===== config.mk =====
export PLATFORM = sky130hd
export DESIGN_NAME = gpio_nibble_tx_scheduler
export DESIGN_NICKNAME = d
export VERILOG_FILES = /design/src/rtl/gpio_link_pkg.sv /design/src/rtl/rr_arbiter.sv /design/src/rtl/gpio_nibble_tx_scheduler.sv
export SDC_FILE = /design/constraint.sdc
export NUM_CORES = 1
export LEC_CHECK = 0
export ABC_AREA = 1
export CAP_MARGIN = 20
export CORE_MARGIN = 2
export CORE_UTILIZATION = 45
export CTS_CLUSTER_DIAMETER = 80
export CTS_CLUSTER_SIZE = 25
export DETAILED_ROUTE_END_ITERATION = 10
export PLACE_DENSITY = 0.74
export SLEW_MARGIN = 20
export SYNTH_ARGS = -nofsm -noshare
export SYNTH_HDL_FRONTEND = slang
export SYNTH_SLANG_ARGS = --single-unit

===== constraint.sdc =====
create_clock -name clk -period 1.8 [get_ports clk]
set_input_delay 0.36 -clock clk [delete_from_list [all_inputs] [get_ports clk]]
set_output_delay 0.36 -clock clk [all_outputs]
set_load 0.05 [all_outputs]

===== src/rtl/gpio_link_pkg.sv =====
// Shared definitions for the GPIO nibble link: handshake polarities, nibble width and the
// transmit-scheduler state encoding.
package gpio_link_pkg;

    localparam int unsigned NIBBLE_W = 4;

    // Also used by the nibble buffer on the far side of the pins.
    localparam logic READY_ACTIVE = 1'b0;
    localparam logic VALID_ACTIVE = 1'b1;

    typedef enum logic [2:0] {
        StIdle      = 3'd0,
        StGrant     = 3'd1,
        StHiWaitAck = 3'd2,
        StHiWaitRel = 3'd3,
        StLoWaitAck = 3'd4,
        StLoWaitRel = 3'd5
    } link_state_e;

endpackage


===== src/rtl/rr_arbiter.sv =====
// Combinational round-robin picker: first set request searching upward from ptr+1 (mod NREQ).
// The priority pointer itself lives in the parent.
module rr_arbiter
    import gpio_link_pkg::*;
#(
    parameter int unsigned NREQ = 2,
    parameter int unsigned IDW  = (NREQ > 1) ? $clog2(NREQ) : 1
) (
    input  logic [NREQ-1:0] req_i,
    input  logic [IDW-1:0]  ptr_i,
    output logic [NREQ-1:0] gnt_o,
    output logic [IDW-1:0]  idx_o,
    output logic            any_o
);

    int unsigned      cand;
    logic [IDW-1:0]   cand_idx;

    always_comb begin
        gnt_o    = '0;
        idx_o    = '0;
        any_o    = 1'b0;
        cand     = 0;
        cand_idx = '0;
        for (int unsigned i = 1; i <= NREQ; i++) begin
            cand     = (32'(ptr_i) + i) % NREQ;
            cand_idx = IDW'(cand);
            if (!any_o && req_i[cand_idx]) begin
                any_o           = 1'b1;
                gnt_o[cand_idx] = 1'b1;
                idx_o           = cand_idx;
            end
        end
    end

endmodule


===== src/rtl/gpio_nibble_tx_scheduler.sv =====
// Shares the 4-bit GPIO nibble link among NREQ byte requesters: round-robin grant, then two
// four-phase valid/ready handshakes (high nibble first), each wait bounded by a timeout.
module gpio_nibble_tx_scheduler
    import gpio_link_pkg::*;
#(
    parameter int unsigned NREQ  = 2,
    parameter int unsigned TMO_W = 8,
    localparam int unsigned IDW  = (NREQ > 1) ? $clog2(NREQ) : 1
) (
    input  logic                clk,
    input  logic                rst,
    input  logic [NREQ-1:0]     req_valid,
    input  logic [8*NREQ-1:0]   req_data,
    output logic [NREQ-1:0]     req_ready,
    output logic [NIBBLE_W-1:0] link_data,
    output logic                link_valid,
    input  logic                link_ready_n,
    output logic [IDW-1:0]      grant_id,
    output logic                busy,
    output logic                timeout_err
);

    // Abort fires on the edge where the timer would reach its terminal count.
    localparam logic [TMO_W-1:0] TmoLast = {{(TMO_W-1){1'b1}}, 1'b0};

    logic [1:0]          sync_q;
    logic                rdy_n_s;
    link_state_e         state_q;
    logic [7:0]          byte_q;
    logic [IDW-1:0]      ptr_q;
    logic [TMO_W-1:0]    tmr_q;
    logic [NREQ-1:0]     req_ready_q;
    logic [NIBBLE_W-1:0] link_data_q;
    logic                link_valid_q;
    logic [IDW-1:0]      grant_id_q;
    logic                busy_q;
    logic                tmo_err_q;

    logic [NREQ-1:0]     arb_gnt;
    logic [IDW-1:0]      arb_idx;
    logic                arb_any;
    logic [7:0]          sel_byte;
    logic                wait_st;
    logic                wait_done;

    rr_arbiter #(
        .NREQ (NREQ),
        .IDW  (IDW)
    ) u_arb (
        .req_i (req_valid),
        .ptr_i (ptr_q),
        .gnt_o (arb_gnt),
        .idx_o (arb_idx),
        .any_o (arb_any)
    );

    assign rdy_n_s = sync_q[1];

    always_comb begin
        sel_byte = '0;
        for (int i = 0; i < NREQ; i++) begin
            if (arb_gnt[i]) sel_byte = req_data[8*i +: 8];
        end
    end

    always_comb begin
        wait_st   = 1'b0;
        wait_done = 1'b0;
        case (state_q)
            StHiWaitAck, StLoWaitAck: begin
                wait_st   = 1'b1;
                wait_done = (rdy_n_s == READY_ACTIVE);
            end
            StHiWaitRel, StLoWaitRel: begin
                wait_st   = 1'b1;
                wait_done = (rdy_n_s != READY_ACTIVE);
            end
            default: ;
        endcase
    end

    always_ff @(posedge clk) begin
        if (rst) begin
            sync_q <= 2'b11;
        end else begin
            sync_q <= {sync_q[0], link_ready_n};
        end
    end

    always_ff @(posedge clk) begin
        if (rst) begin
            state_q      <= StIdle;
            byte_q       <= '0;
            ptr_q        <= IDW'(NREQ - 1);
            tmr_q        <= '0;
            req_ready_q  <= '0;
            link_data_q  <= '0;
            link_valid_q <= ~VALID_ACTIVE;
            grant_id_q   <= '0;
            busy_q       <= 1'b0;
            tmo_err_q    <= 1'b0;
        end else begin
            req_ready_q <= '0;
            tmo_err_q   <= 1'b0;
            if (wait_st && !wait_done) begin
                if (tmr_q == TmoLast) begin
                    // Dead chip: drop the byte, keep ptr so this requester loses priority.
                    link_valid_q <= ~VALID_ACTIVE;
                    link_data_q  <= '0;
                    busy_q       <= 1'b0;
                    tmo_err_q    <= 1'b1;
                    tmr_q        <= '0;
                    state_q      <= StIdle;
                end else begin
                    tmr_q <= tmr_q + 1'b1;
                end
            end else begin
                case (state_q)
                    StIdle: begin
                        if (arb_any && rdy_n_s != READY_ACTIVE) begin
                            byte_q      <= sel_byte;
                            req_ready_q <= arb_gnt;
                            grant_id_q  <= arb_idx;
                            ptr_q       <= arb_idx;
                            busy_q      <= 1'b1;
                            state_q     <= StGrant;
                        end
                    end
                    StGrant: begin
                        link_data_q  <= byte_q[7:4];
                        link_valid_q <= VALID_ACTIVE;
                        tmr_q        <= '0;
                        state_q      <= StHiWaitAck;
                    end
                    StHiWaitAck: begin
                        link_valid_q <= ~VALID_ACTIVE;
                        tmr_q        <= '0;
                        state_q      <= StHiWaitRel;
                    end
                    StHiWaitRel: begin
                        link_data_q  <= byte_q[3:0];
                        link_valid_q <= VALID_ACTIVE;
                        tmr_q        <= '0;
                        state_q      <= StLoWaitAck;
                    end
                    StLoWaitAck: begin
                        link_valid_q <= ~VALID_ACTIVE;
                        tmr_q        <= '0;
                        state_q      <= StLoWaitRel;
                    end
                    StLoWaitRel: begin
                        busy_q  <= 1'b0;
                        tmr_q   <= '0;
                        state_q <= StIdle;
                    end
                    default: begin
                        link_valid_q <= ~VALID_ACTIVE;
                        busy_q       <= 1'b0;
                        tmr_q        <= '0;
                        state_q      <= StIdle;
                    end
                endcase
            end
        end
    end

    assign req_ready   = req_ready_q;
    assign link_data   = link_data_q;
    assign link_valid  = link_valid_q;
    assign grant_id    = grant_id_q;
    assign busy        = busy_q;
    assign timeout_err = tmo_err_q;

endmodule


==> metrics.md <==
| Metric | Value |
|---|---|
| Warnings from Yosys | 0 |
| Pwr dens | 1360 nW/um^2 |
| Final HPWL from detailed placement | 2.51 mm |
| RSZ-0062 raised after global routing | no |
| CP dominant cell by count | nand2_1 |
| Fmax | 0.704 GHz |
| Remaining global-route overflow | 0 |
| Max IR drop VDD | 0.536 mV |
| Clock Latency Late Sink | 330 ps |
| Hold Path Depth | 1 |
| Die ar. | 4110 um^2 |
| Max incr delay on CP | approximately 500 ps |
| MaxCap Viol Count | 0 |
| Final wirelength | approximately 3.2 mm |
| Status | finished, final reports clean |
| Wire length of the first global-routing pass | between 5 and 6 mm |
| DRT antenna net count | 0 |
| Worst R2R Start | state_q[2]$_SDFFE_PP0P_ |
| Pleak | about 0.91 nW |
| H-tree depth | 2 |
| P&R area growth vs syn | 24.2% |
| Place WS | ~140 ps |
| CP endpoint kind | flip-flop |
| Nets | 292 |
| Pint | 1.52 mW |
| Fin worst setup slack | roughly 380 ps |
| Synth top area share | 0.394 |
| Critical path buffer and inverter count | 1 |
| Period utilization | 0.790 |
| Worst Skew | just over 4 ps |
| Cells after Synth | approximately 230 |
| Via density | between 4 and 5 |
| CP required | between 2000 and 2500 ps |
| Worst Hold Launch | sync_q[0]$_SDFF_PP1_ |
| Initial antenna violation count | 0 |
| Critical path launch point | state_q[2]$_SDFFE_PP0P_ |
| Sw power | 1.23 mW |
| Top post-synthesis cells by area | dfxtp_1, nand2_1, nand3_1, nor2_1, inv_1 |
| Inst Count DP | slightly above 300 |
| Die W | 64.1 um |
| CTS Buf Count | 5 |
| Via count | 1,520 |
| Final setup viols | 0 |
| Post-route DRC | 0 |
| Register share of total power | 0.364 |
| Core Box Area | about 3400 um^2 |
| Root Driver | clkbuf_4 |
| Number of I/O port buffers | 30 |
| Combinational fraction of design power | 0.476 |
| Post-CTS Setup Bufs | 0 |
| CTS Hold Bufs | 0 |
| Syn Area/Cell | between 6 and 7 um^2 |
| Sw Share | 0.448 |
| Critical path startpoint category | flip-flop |
| Synth Net Count | 257 |
| CP max FO | 7 |
| Seq/Total Area, Yosys | 0.394 |
| Vias in the first global route | around 1,400 |
| Commonest non-fill, non-tap cell in the layout | nand2_1 |
| Hold WS | 419 ps |
| Yosys cell types | 24 |
| Post-cts sizing count | 0 |
| Crit path kind | flip-flop to flip-flop |
| Pin count of the biggest net entering global routing | 19 |
| Tmin final | approximately 1400 ps |
| Top Ports | 31 |
| Rel. slew slack | 0.745 |
| Worst path depth | 9 |
| Hold Vio Cnt, Final | 0 |
| DR pass1 iterations | 4 |
| CP max stage cell | dfxtp_1 |
| Initial DRC Count | 56 |
| Layout cells sized above 1 | 0.174 |
| Setup Total Neg Slack | 0 ps |
| Fin cells | between 300 and 400 |
| Final Max Slew Viols | 0 |
| Crit path arrival time | between 1500 and 2000 ps |
| CP delay by family, top | simple AND/OR/NAND/NOR gates |
| Starting density of the core | 0.476 |
| Worst slew pin tran | roughly 380 ps |
| Clk network pwr share | 0.160 |
| Crit path cell chain | inv_2 > nand2_1 > nand2_1 > nor2_2 > nand2_1 > nand2_1 > nand3_1 > nand2_1 > nor2_1 |
| Count of state elements after synthesis | 32 |
| Mapped Area | 1630 um^2 |
| Drt wl/cell | roughly 10 um |
| Clock slew at reported path FFs | roughly 100 ps |
| # clock sinks | 32 |
| Die Span Y | 64.1 um |
| Reg2reg path depth | 9 |
| Rows | 21 |
| TritonCTS clock tree | built |
| Total Routing Usage GR | 0.179 |
| Leading area contributor after synthesis | dfxtp_1 |
| Clk buf depth | 2 |
| # diodes | 0 |
| Final GP Congestion | 0.826 |
| Hold WC Path Type | flip-flop to flip-flop |
| Most frequent cells in the layout | nand2_1, dfxtp_1, nor2_1 |
-- power by group through the flow --
| stage | clock [mW] | combinational (mW) | sequential [mW] |
|---|---|---|---|
| after detailed placement | 0 | 1.31 | 1.01 |
| after global routing | 0.479 | 1.50 | 1.02 |
| after floorplan | 0 | 0.919 | 1.12 |
| final | 0.438 | 1.31 | 1.00 |
| after CTS | 0.440 | 1.32 | 0.999 |
| after global placement | 0 | 1.30 | 1.01 |
-- Yosys cell counts, drive strengths merged --
library cell,count
a21oi,14
buf,5
clkbuf,2
dfxtp,32
ha,2
inv,28
nand2,53
nand3,29
nand4,2
nor2,36
nor3,6
o21ai,19
o21bai,2
or2,3
xnor2,1
-- flip-flops by register name, indices dropped and copies added, names as in the netlist --
register     cells
byte_q           8
tmr_q            8
link_data        4
state_q          3
req_ready        2
sync_q           2
busy             1
grant_id         1
link_valid       1
ptr_q            1
timeout_err      1
-- worst reg2reg max path, delay by kind of cell, from the launching register on --
kind | cells | cell delay, ps
and+or+nand+nor | 8 | 730
DFF | 1 | 500
buffers and inverters | 1 | 100
-- logic make-up (layout without fill, tap and decap cells) --
family | count (synthesis) | after routing | share of synthesized area
XOR/XNOR | 1 | 1 | 0.00539
flip-flops | 32 | 32 | 0.394
adder cells (fa/ha/maj) | 2 | 2 | 0.0154
buffers and inverters | 35 | 71 | 0.0939
AND/OR/NAND/NOR | 129 | 129 | 0.376
AO/OA/AOI/OAI | 35 | 35 | 0.115
-- final timing paths --
kind	to	slack [ps]
min	sync_q[1]$_SDFF_PP1_	420
min reg2reg	sync_q[1]$_SDFF_PP1_	420
max	busy$_SDFFE_PP0P_	380
max reg2reg	busy$_SDFFE_PP0P_	380
-- metrics by stage --
step	cell area, um^2	power, mW	utilization
floorplan	1630	2.04	-
global placement	1960	2.31	0.574
detailed placement	1960	2.33	0.574
CTS	2020	2.76	0.591
global route	2020	3.00	0.591
finish	2020	2.75	0.591
-- routing by layer --
layer	wire length [um]	up-vias	part of all wire	track usage
met1	1490	660	0.46	0.206
met5	0	-	0	0
met2	1540	37	0.48	0.303
met4	49	0	0.015	0.0665
met3	148	5	0.046	0.0651
li1	-	818	-	-
-- layout make-up --
cell class	instances	area, um^2
sequential	32	641
multi-input combinational	167	832
inverter	28	105
tap	46	57.6
timing repair buffer	35	325
fill	332	1400
clock buffer	8	58.8
Power figures use the tool's default switching activity.
==> patch: new RTL, same settings <==
Register the output `timeout_err` once more, with the module's reset; this adds one clock of latency there. The other outputs are not delayed to match.
--- a/src/rtl/gpio_nibble_tx_scheduler.sv
+++ b/src/rtl/gpio_nibble_tx_scheduler.sv
@@ -171,3 +171,9 @@
     assign busy        = busy_q;
-    assign timeout_err = tmo_err_q;
+    always_ff @(posedge clk) begin
+        if (rst) begin
+            timeout_err <= '0;
+        end else begin
+            timeout_err <= tmo_err_q;
+        end
+    end
 
Check against the original RTL: same outputs for any inputs over 4 cycles, from zero or initial values and one cycle with rst high; that may be too few to reach the edited logic, so the function may still have changed.
==> patch against the original RTL <==
  * Utilization is 0.58 points lower
  * Worst hold slack worse by 0.0046 ns
  * Total power is 1.0% higher
  * Synthesized area is 4.9% lower
  * Design area is 4.0% lower
  * Sequential cell count is 1 higher
  * Routed wire length is 2.9% lower
  * Worst setup slack worse by 0.12 ns
  * Sequential share of layout area is 2.4 points higher
  * Die area is 4.6% lower
  * Largest power group unchanged
  * Highest routed layer unchanged
==> patch: results (changes against the original RTL) <==
wl_um: 3140  # was 3230 um
hold_violations: 0  # unchanged
max_stage_delay_ns: 0.37  # was 0.50 ns
hpwl_um: 2450  # was 2510 um
rr_worst_depth: 9  # unchanged
first_pass_iters: 4  # unchanged
grt_pass1_vias: 1274  # was 1412
hold_start: "tmo_err_q"  # was sync_q[0]
place.gp.congestion: 0.822  # was 0.826
post_cts_buffers: 0  # unchanged
asyncSetResetFlopFracSynth_pct: 0  # unchanged
worst_slew_pin_slew_ns: 0.333  # was 0.382 ns
synthDistinctLibCells: 29  # was 24
synth_compound_area_share_pct: 10.8  # was 11.5%
placedInstanceArea_um2: 1890  # was 1960 um2
insertion_delay_ns: 0.33  # about the same
clk_path_buf_depth: 2  # unchanged
path_clk_slew_ns: 0.10  # about the same
hold_depth: 2  # was 1
fin_nets: 275  # was 292
cts_max_level: 2  # unchanged
path_delay_family: "simple AND/OR/NAND/NOR gates"  # unchanged
synthAdderAreaFrac_pct: 1.62  # was 1.54%
cp_max_fo: 8  # was 7
grt_first_pass_wirelength_um: 5510  # was 5810 um
met3_usage_pct: 5.05  # was 6.51%
wl_met3_um: 146  # was 148 um
port_buffers: 30  # unchanged
drtIter0Drc: 110  # was 56
crit_arrival_ns: 1.79  # was 1.66 ns
hold_path_end: "timeout_err"  # was sync_q[1]
met1Wirelength_um: 1540  # was 1490 um
grt_use_total_pct: 17.8  # was 17.9%
synth_area_leaders: "dfxtp_1, nand2_1, nor2_1"  # was dfxtp_1, nand2_1, nand3_1
met2_wirelength_um: 1420  # was 1540 um
crit_path_end: "tmr_q[7]"  # was busy
synth_commonest_cells: "nand2_1, dfxtp_1, nor2_1"  # unchanged
seq_area_frac_synth_pct: 42.8  # was 39.4%
regToRegSetupSlack_ns: 0.26  # was 0.38 ns
skew_ns: 0.00885  # was 0.00411 ns
syn_nets: 237  # was 257
hold_path_class: "flop to flop"  # unchanged
leakagePower_nw: 0.825  # was 0.906 nW
yosys_most_used_dff: "dfxtp_1"  # unchanged
grt_max_degree: 18  # was 19
clk_root_buffer_cell: "clkbuf_4"  # unchanged
met2_usage_pct: 28.8  # was 30.3%
drive_gt1_share_pct: 14.2  # was 17.4%
antenna_found_initial: 0  # unchanged
r2r_start: "tmr_q[0]"  # was state_q[2]
cts_made_buffers: 5  # unchanged
via_per_inst: 4.79  # was 4.81
grt_use_met1_pct: 22.2  # was 20.6%
ir_worst_vdd_mv: 0.568  # was 0.536 mV
slowest_stage: "dfxtp_1"  # unchanged
status: "complete, no violations"  # unchanged
synth_xor_area_share_pct: 1.70  # was 0.539%
-- patch: power by group --
group / leakage [nW] / internal, mW / switching (mW)
Clock: 0.0265 / 0.156 / 0.231
Combinational: 0.529 / 0.471 / 0.899
Sequential: 0.270 / 0.890 / 0.126
-- patch: per-stage QoR --
| stage | cells | util (%) | worst slack (ns) | total power, mW | hold WS, ns |
|---|---|---|---|---|---|
| 5_1_grt | 299 | 58.5 | 0.0380 | 3.02 | 0.425 |
| 2_1_floorplan | 214 | - | 0.484 | 2.09 | 0.388 |
| 4_1_cts | 299 | 58.5 | 0.233 | 2.80 | 0.417 |
| 3_3_place_gp | 291 | 57.1 | 0.129 | 2.38 | 0.397 |
| 6_report | 299 | 58.5 | 0.259 | 2.77 | 0.414 |
| 3_5_place_dp | 291 | 57.1 | 0.0905 | 2.41 | 0.401 |
-- patch: final cells by class --
cell class              count  area [um2]
fillers                   345        1370
multi-input cells         152         761
flip-flops and latches     33         661
repair buffers             36         320
inverters                  24        90.1
well taps                  46        57.6
clock buffers               8        48.8
